File: src/rtl/dmem_pkg.sv
// Shared definitions for the data-memory copy engine: default geometry and
// the FSM state encoding.
package dmem_pkg;

  localparam int unsigned ADDR_W = 8;
  localparam int unsigned DATA_W = 64;

  typedef enum logic [1:0] {
    ST_IDLE = 2'd0,
    ST_RD   = 2'd1,
    ST_WR   = 2'd2,
    ST_DONE = 2'd3
  } state_e;

endpackage : dmem_pkg

File: src/rtl/dmem_copy_engine.sv
// dmem_copy_engine: copies len words from src_addr.. to dst_addr.. in a
// single-port data memory, one read cycle then one write cycle per word.
//
// Ports:
//   clk, rst        clock, asynchronous active-low reset
//   start           copy request, honoured only when idle
//   src_addr        first source word address (captured on accepted start)
//   dst_addr        first destination word address (captured on accepted start)
//   len             word count 0..2^ADDR_W (captured on accepted start)
//   busy            high while a copy is in RD/WR/DONE
//   done            one-cycle completion pulse
//   mem_address     memory word address
//   mem_wdata       memory write data
//   write_en        memory write strobe
//   read_en         memory read strobe
//   mem_rdata       memory read data, valid the cycle after read_en
//   checksum        XOR of all copied words (only with DMEM_COPY_CHECKSUM_EN)
//
// Build option: define DMEM_COPY_CHECKSUM_EN to add the checksum port.
module dmem_copy_engine
  import dmem_pkg::*;
#(
  parameter int unsigned ADDR_W = dmem_pkg::ADDR_W,
  parameter int unsigned DATA_W = dmem_pkg::DATA_W
) (
  input  logic              clk,
  input  logic              rst,
  input  logic              start,
  input  logic [ADDR_W-1:0] src_addr,
  input  logic [ADDR_W-1:0] dst_addr,
  input  logic [ADDR_W:0]   len,
  output logic              busy,
  output logic              done,
  output logic [ADDR_W-1:0] mem_address,
  output logic [DATA_W-1:0] mem_wdata,
  output logic              write_en,
  output logic              read_en,
  input  logic [DATA_W-1:0] mem_rdata
`ifdef DMEM_COPY_CHECKSUM_EN
  ,
  output logic [DATA_W-1:0] checksum
`endif
);

  state_e            state_q, state_d;
  logic [ADDR_W:0]   idx_q, idx_d;
  logic [ADDR_W:0]   len_q, len_d;
  logic [ADDR_W-1:0] src_q, src_d;
  logic [ADDR_W-1:0] dst_q, dst_d;
  logic              busy_q, busy_d;
  logic              done_q, done_d;
  logic              rd_q, rd_d;
  logic              wr_q, wr_d;
  logic [ADDR_W-1:0] addr_q, addr_d;
  logic              start_acc;

  assign start_acc = (state_q == ST_IDLE) && start;

  // Next state, plus the registered outputs for the state being entered so
  // that strobes and address line up with the state itself.
  always_comb begin
    state_d = state_q;
    idx_d   = idx_q;
    len_d   = len_q;
    src_d   = src_q;
    dst_d   = dst_q;
    busy_d  = 1'b0;
    done_d  = 1'b0;
    rd_d    = 1'b0;
    wr_d    = 1'b0;
    addr_d  = '0;

    unique case (state_q)
      ST_IDLE: begin
        if (start) begin
          src_d   = src_addr;
          dst_d   = dst_addr;
          len_d   = len;
          idx_d   = '0;
          state_d = (len != '0) ? ST_RD : ST_DONE;
        end
      end
      ST_RD: begin
        state_d = ST_WR;
      end
      ST_WR: begin
        idx_d   = idx_q + (ADDR_W + 1)'(1);
        state_d = (idx_d < len_q) ? ST_RD : ST_DONE;
      end
      ST_DONE: begin
        idx_d   = '0;
        state_d = ST_IDLE;
      end
      default: begin
        state_d = ST_IDLE;
      end
    endcase

    // Address sums are ADDR_W wide, so they wrap modulo 2^ADDR_W.
    unique case (state_d)
      ST_RD: begin
        busy_d = 1'b1;
        rd_d   = 1'b1;
        addr_d = src_d + idx_d[ADDR_W-1:0];
      end
      ST_WR: begin
        busy_d = 1'b1;
        wr_d   = 1'b1;
        addr_d = dst_d + idx_d[ADDR_W-1:0];
      end
      ST_DONE: begin
        busy_d = 1'b1;
        done_d = 1'b1;
      end
      default: begin
        busy_d = 1'b0;
      end
    endcase
  end

  // State, counters, captured request and registered outputs.
  always_ff @(posedge clk or negedge rst) begin
    if (!rst) begin
      state_q <= ST_IDLE;
      idx_q   <= '0;
      len_q   <= '0;
      src_q   <= '0;
      dst_q   <= '0;
      busy_q  <= 1'b0;
      done_q  <= 1'b0;
      rd_q    <= 1'b0;
      wr_q    <= 1'b0;
      addr_q  <= '0;
    end else begin
      state_q <= state_d;
      idx_q   <= idx_d;
      len_q   <= len_d;
      src_q   <= src_d;
      dst_q   <= dst_d;
      busy_q  <= busy_d;
      done_q  <= done_d;
      rd_q    <= rd_d;
      wr_q    <= wr_d;
      addr_q  <= addr_d;
    end
  end

  assign busy        = busy_q;
  assign done        = done_q;
  assign read_en     = rd_q;
  assign write_en    = wr_q;
  assign mem_address = addr_q;

  // Read data only arrives during the WR cycle, so it is forwarded directly.
  assign mem_wdata = (state_q == ST_WR) ? mem_rdata : '0;

`ifdef DMEM_COPY_CHECKSUM_EN
  logic [DATA_W-1:0] checksum_q, checksum_d;

  // Running XOR of every word passing through a WR cycle.
  always_comb begin
    checksum_d = checksum_q;
    if (start_acc) begin
      checksum_d = '0;
    end else if (state_q == ST_WR) begin
      checksum_d = checksum_q ^ mem_rdata;
    end
  end

  always_ff @(posedge clk or negedge rst) begin
    if (!rst) begin
      checksum_q <= '0;
    end else begin
      checksum_q <= checksum_d;
    end
  end

  assign checksum = checksum_q;
`endif

endmodule : dmem_copy_engine

File: config.mk
export PLATFORM = sky130hd
export DESIGN_NAME = dmem_copy_engine
export DESIGN_NICKNAME = d
export VERILOG_FILES = /design/src/rtl/dmem_pkg.sv /design/src/rtl/dmem_copy_engine.sv
export SDC_FILE = /design/constraint.sdc
export NUM_CORES = 1
export LEC_CHECK = 0
export BUFFER_PORTS_ARGS = -buffer_cell sky130_fd_sc_hd__buf_2
export CAP_MARGIN = 20
export CORE_UTILIZATION = 40
export DETAILED_ROUTE_END_ITERATION = 16
export GPL_ROUTABILITY_DRIVEN = 0
export HOLD_SLACK_MARGIN = 0.03
export PLACE_DENSITY = 0.74
export SKIP_CTS_REPAIR_TIMING = 1
export SYNTH_ARGS = -nofsm -noshare
export SYNTH_HDL_FRONTEND = slang
export SYNTH_SLANG_ARGS = --single-unit
File: constraint.sdc
create_clock -name clk -period 8.4 [get_ports clk]
set_input_delay 1.26 -clock clk [delete_from_list [all_inputs] [get_ports clk]]
set_output_delay 1.26 -clock clk [all_outputs]
set_load 0.1 [all_outputs]
# == Yosys cells after proc, flatten, opt, wreduce, memory -nomap -nowiden ==
# Cells that the tools add are included.
# word_totals
regBits,48
latchBits,0
mem_bits_rw,0
rom_bits,0
in_bits,92
out_inout_bits,76
elab_cells,44
memories,0
# op_classes
add_sub_neg,3
multipliers,0
div_mod_pow,0
n_lt_le_gt_ge,1
eq_ne,7
shifts,0
muxes,16
n_bitwise,0
reduce_logical,6
# ops
cell,n
2-to-1 mux 64 bit,1
2-to-1 mux 8 bit,4
one-hot mux 9 bit (3 select lines),1
adder 8 bit,2
one-hot mux 8 bit (2 select lines),1
"adder 9 x 1 -> 9 bit, second input constant",1
< comparator 9 bit,1
2-to-1 mux 9 bit,1
nonzero test 9 bit,1
"== test 2 bit, second input constant",4
one-hot mux 2 bit (4 select lines),1
2-to-1 mux 2 bit,3
"== test 2 x 1 -> 1 bit, second input constant",2
2-to-1 mux 1 bit,4
AND reduction 2 bit,2
nonzero test 3 bit,1
OR reduction 3 bit,1
zero test 2 bit,1
"inequality test 2 bit, second input constant",1

# == Longest topological paths before layout ==
# logic_depth
ltp_word,7
mapped_depth,14
mapped_depth_nobuf,13

# == Worst setup path before layout ==
# Ideal clock, no wire load.
# synth_timing
kind,input to register
from,input port start
to,"register addr_q[6], in the netlist mem_address[6]"
setup_time_ns,0.079
arrival_time_ns,3.693
t_required_ns,8.321
setup_slack_ns,4.628
stages,12
path_buffers,1
path_cell_list,nand2b_4 -> nor2_2 -> buf_4 -> mux2_2 -> mux2_2 -> ha_1 -> fa_1 -> a21o_1 -> a21oi_1 -> o21bai_1 -> a21oi_1 -> mux2i_1
# synth_via
elab_chain_len,4
elab_cells_between_ends,13
# synth_rtl
element,line_no,rtl
"start, declared",dmem_copy_engine.sv:28,"input logic start,"
2-to-1 mux 8 bit,dmem_copy_engine.sv:75,if (start) begin
2-to-1 mux 8 bit,dmem_copy_engine.sv:73,unique case (state_q)
net src_d[0],dmem_copy_engine.sv:48,"logic [ADDR_W-1:0] src_q, src_d;"
adder 8 bit,dmem_copy_engine.sv:104,addr_d = src_d + idx_d[ADDR_W-1:0];
one-hot mux 8 bit (2 select lines),dmem_copy_engine.sv:100,unique case (state_d)
net addr_d[6],dmem_copy_engine.sv:54,"logic [ADDR_W-1:0] addr_q, addr_d;"
"end signal, assigned",dmem_copy_engine.sv:144,addr_q <= addr_d;
"end, declared",dmem_copy_engine.sv:54,
# The timed path passes the listed nets, and every way through them passes these cells. The select of a mux whose other input is x is not followed.
# A chain may end at the register's enable or synchronous reset.

# == Worst setup path in the final report ==
# layout_timing
from,input port start
to,"register addr_q[7], in the netlist mem_address[7]"
# layout_via
elab_chain_len,4
elab_cells_between_ends,13
# layout_rtl
element,line_no,rtl
2-to-1 mux 8 bit,dmem_copy_engine.sv:75,
2-to-1 mux 8 bit,dmem_copy_engine.sv:73,
net dst_d[4],dmem_copy_engine.sv:49,"logic [ADDR_W-1:0] dst_q, dst_d;"
adder 8 bit,dmem_copy_engine.sv:109,addr_d = dst_d + idx_d[ADDR_W-1:0];
one-hot mux 8 bit (2 select lines),dmem_copy_engine.sv:100,
net addr_d[7],dmem_copy_engine.sv:54,
# The timed path passes the listed nets, and every way through them passes these cells. The select of a mux whose other input is x is not followed.

==> impl_summary.log <==
[metrics] post-route antenna net violation count: 0
[metrics] Initial DRT Pass Iterations: 4
[metrics] peak supply drop: 183.2 uV
[metrics] number of slew-limit violations in the final report: 0
[metrics] TNS Setup: 0 ns
[metrics] clock tree from TritonCTS: yes
[metrics] slowest stage delay, CP: between 0.3 and 0.4 ns
[metrics] highest attainable clock frequency: approximately 270 MHz
[metrics] share of synthesized area occupied by flip-flops and latches: roughly two fifths
[metrics] CP Capture Type: register
[metrics] layout cell share with drive strength beyond 1: a little under half
[metrics] core region area: between 6000 and 7000 sq um
[metrics] detailed placement HPWL: between 5 and 6 mm
[metrics] Max-Slew Margin vs Limit: a little over half
[metrics] critical path's most frequent cell: sky130_fd_sc_hd__mux2_2
[metrics] Post-layout nets: around 570
[metrics] Std-Cell Rows: 30
[metrics] synth top area cells: sky130_fd_sc_hd__dfrtp_1 41%, sky130_fd_sc_hd__and2_1 15%, sky130_fd_sc_hd__mux2_2 9.6%, sky130_fd_sc_hd__ha_1 8.1%, sky130_fd_sc_hd__o21ai_0 3.2%
[metrics] worst setup path startpoint: start
[metrics] worst min path class: register to register
[metrics] minimum setup slack among reg-to-reg paths: approximately 5 ns
[metrics] Starting DRT DRC Count: 139
[metrics] pin count of the biggest net entering global routing: 73
[metrics] Worst Path Arrival: roughly 4 ns
[metrics] portion of the clock cycle consumed by the worst path in the final layout: between 40 and 50%
[metrics] minimum clock period: about 3.8 ns
[metrics] sort of element at the start of the critical path: input port
[metrics] core occupancy in the finished layout: 58.27%
[metrics] cell leakage power: 2.248 nW
[metrics] number of nets produced by synthesis: 407
[metrics] post-synth top area cell: sky130_fd_sc_hd__dfrtp_1
[metrics] max_cap viols: 0
[metrics] final setup violation count: 0
[metrics] layout overhead on the synthesized area: 37.44%
[metrics] Die Wd: 87.79 um
[metrics] total count of hold-check failures in the final report: 0
[metrics] most used flip-flop cell after synthesis: sky130_fd_sc_hd__dfrtp_1
[metrics] count of port buffers added during placement: ~170
[metrics] cell family with the largest share of critical-path delay: multiplexers
[metrics] post-synth top area share: between 40% and 50%
[metrics] worst hold path stage count: 1
[metrics] number of flops mapped to enable cells by yosys: 0
[metrics] total standard cell area after synthesis: between 2000 and 3000 sq um
[metrics] number of cell instances on the worst register-to-register path: 11
[metrics] Slowest cell on crit path: sky130_fd_sc_hd__nor2_2
[metrics] async set-or-reset flop fraction in the synthesized netlist: 100.0%
[metrics] final antenna diode count: 0
[metrics] number of distinct standard cells referenced by the synthesized netlist: 39
[metrics] Synth Register Bits: 48
[metrics] number of inserted filler cells in the final layout: between 600 and 700
[metrics] post-synthesis area per instance: around 10 sq um
[metrics] required time of the critical path: between 8 and 9 ns
[metrics] number of instances in the synthesized netlist: approximately 300
[metrics] Power per Cell Area: ~420 nW/um^2
[metrics] Die Ht: 87.79 um
[metrics] RSZ-0062 raised after global routing: false
[metrics] top cells by instance count after synthesis: 69 x sky130_fd_sc_hd__and2_1, 48 x sky130_fd_sc_hd__dfrtp_1, 25 x sky130_fd_sc_hd__mux2_2
[metrics] I/O pin total: ~170
[metrics] reg-to-reg critical path startpoint: state_q[0]
[metrics] post-placement setup slack: 4.351 ns
[metrics] Max Clock Skew: around 0.0064 ns
[metrics] endpoint of the worst register-to-register path: mem_address[7]
[metrics] clk root buf: sky130_fd_sc_hd__clkbuf_8
[metrics] pin slew with the least headroom to its limit: around 0.7 ns
[metrics] clock latency on the worst-skew pair: roughly 0.3 ns
[metrics] worst-path maximum fanout: 25
[metrics] Worst Hold Endpoint: dst_q[5]
[metrics] clock-pin slew on the worst setup and hold paths: about 0.090 ns
[metrics] GR Util All Layers: approximately 20%
[metrics] number of global-route vias before repair: approximately 2,400
[metrics] buffer depth of the longest clock path: 2
[metrics] vias: about 2,600
[metrics] number of buffers added by the clock tree synthesis step: 5
[metrics] final critical-path setup slack: 4.627 ns
[metrics] global route overflow: 0
[metrics] crit path cell chain: buf_2, nand2b_4, nor2_2, buf_4, mux2_2, mux2_2, ha_1, o21a_1, o21ai_0, nand2b_1, a21bo_2, mux2i_1
[metrics] clk sink count: 48
[metrics] initial core utilization: a little over two fifths
[metrics] worst setup path category: input port to register
[metrics] run status: completed
[metrics] wire length of the first global-routing pass: approximately 12 mm
[metrics] buffer and inverter count on the worst path: 2
[metrics] routed vias/inst: 4.669
[metrics] library cell with the highest instance count after synthesis: sky130_fd_sc_hd__and2_1
[metrics] routed length per instance: approximately 14 um
[metrics] Detailed Route WL: 7.767 mm
[metrics] Min-Delay Startpoint: dst_q[5]
[metrics] H-tree levels: 2
[metrics] Die Outline Area: just under 8000 sq um
[metrics] # DRC: 0
[metrics] initial antenna violation count: 0
[metrics] number of warnings issued by yosys: 0
layout make-up:
type / count / area, sq um / share of cell area [%]
multi-input cells: 218 / 1623 / 40.11
flip-flops and latches: 48 / 1201 / 29.68
repair buffers: 170 / 883.3 / 21.83
well taps: 96 / 120.1 / 2.968
clock inverters: 3 / 90.09 / 2.226
clock buffers: 5 / 68.82 / 1.701
inverters: 16 / 60.06 / 1.484
where the power goes:
| group | internal [mW] | leakage [nW] | total (mW) | switching, mW |
|---|---|---|---|---|
| clock | 0.149 | 0.0784 | 0.229 | 0.0801 |
| combinational | 0.289 | 1.57 | 1.13 | 0.839 |
| sequential | 0.323 | 0.602 | 0.361 | 0.0387 |
worst register-to-register path: stages, from the launching register on:
cell,delay (ns)
sky130_fd_sc_hd__dfrtp_1,0.49
sky130_fd_sc_hd__nand2b_4,0.20
sky130_fd_sc_hd__nor2_2,0.39
sky130_fd_sc_hd__buf_4,0.37
sky130_fd_sc_hd__mux2_2,0.38
sky130_fd_sc_hd__mux2_2,0.28
sky130_fd_sc_hd__ha_1,0.33
sky130_fd_sc_hd__o21a_1,0.19
sky130_fd_sc_hd__o21ai_0,0.17
sky130_fd_sc_hd__nand2b_1,0.10
sky130_fd_sc_hd__a21bo_2,0.20
sky130_fd_sc_hd__mux2i_1,0.13
per-stage QoR:
stage	hold WS (ns)	instances	cell area, sq um	power, mW
2_1_floorplan	0.4680	295	2944	1.295
3_3_place_gp	0.4773	546	3847	1.463
3_5_place_dp	0.4843	546	3847	1.484
4_1_cts	0.5046	554	4006	1.716
5_1_grt	0.5208	556	4046	1.813
6_report	0.5040	556	4046	1.718
sequential cells by signal, indices dropped and copies added, names as in the netlist:
name / count
idx_q: 9
len_q: 9
dst_q: 8
mem_address: 8
src_q: 8
state_q: 2
busy: 1
done: 1
read_en: 1
write_en: 1
how the worst max path moves through the flow:
stage / to / slack [ns] / cells past startpoint
after global routing: mem_address[6] / 4.48 / 12
after global placement: mem_address[6] / 4.42 / 12
after CTS: mem_wdata[53] / 4.56 / 3
final: mem_address[7] / 4.63 / 12
after detailed placement: mem_address[7] / 4.35 / 12
after floorplan: mem_address[6] / 4.63 / 12
kinds of logic (layout without fill, tap and decap cells):
| kind of cell | after synthesis | count (layout) | share of synthesized area (%) |
|---|---|---|---|
| flip-flops | 48 | 48 | 40.80 |
| AO/OA/AOI/OAI | 45 | 45 | 9.775 |
| XOR/XNOR | 11 | 11 | 3.272 |
| AND/OR/NAND/NOR | 113 | 113 | 22.14 |
| adder cells (fa/ha/maj) | 20 | 20 | 8.755 |
| buffers and inverters | 29 | 194 | 4.334 |
| multiplexers | 29 | 29 | 10.92 |
layer usage:
layer  track usage [%]  wire length [um]  share of wire, %
met2             30.37              3777                49
met1             27.68              3586                46
met3             3.959               333               4.3
met4             5.216                69              0.89
met5                 0                 0                 0
cell usage in the layout (no fill, tap or decap), types with 2 or more instances in the layout:
| cell | n |
|---|---|
| sky130_fd_sc_hd__xnor2_1 | 6 |
| sky130_fd_sc_hd__a21o_1 | 2 |
| sky130_fd_sc_hd__clkbuf_8 | 5 |
| sky130_fd_sc_hd__bufinv_16 | 3 |
| sky130_fd_sc_hd__ha_1 | 19 |
| sky130_fd_sc_hd__nand3_1 | 6 |
| sky130_fd_sc_hd__mux2_2 | 25 |
| sky130_fd_sc_hd__o21a_1 | 4 |
| sky130_fd_sc_hd__dfrtp_1 | 48 |
| sky130_fd_sc_hd__and2_1 | 69 |
| sky130_fd_sc_hd__xor2_1 | 5 |
| sky130_fd_sc_hd__o21ai_0 | 19 |
| sky130_fd_sc_hd__nand2_1 | 17 |
| sky130_fd_sc_hd__nor4_1 | 2 |
| sky130_fd_sc_hd__inv_1 | 15 |
| sky130_fd_sc_hd__nor2_1 | 7 |
| sky130_fd_sc_hd__buf_12 | 2 |
| sky130_fd_sc_hd__buf_2 | 167 |
| sky130_fd_sc_hd__o21bai_1 | 2 |
| sky130_fd_sc_hd__nand2b_1 | 5 |
| sky130_fd_sc_hd__a21oi_1 | 7 |
| sky130_fd_sc_hd__a22o_1 | 4 |
| sky130_fd_sc_hd__mux2i_1 | 4 |
Power figures use the tool's default switching activity.
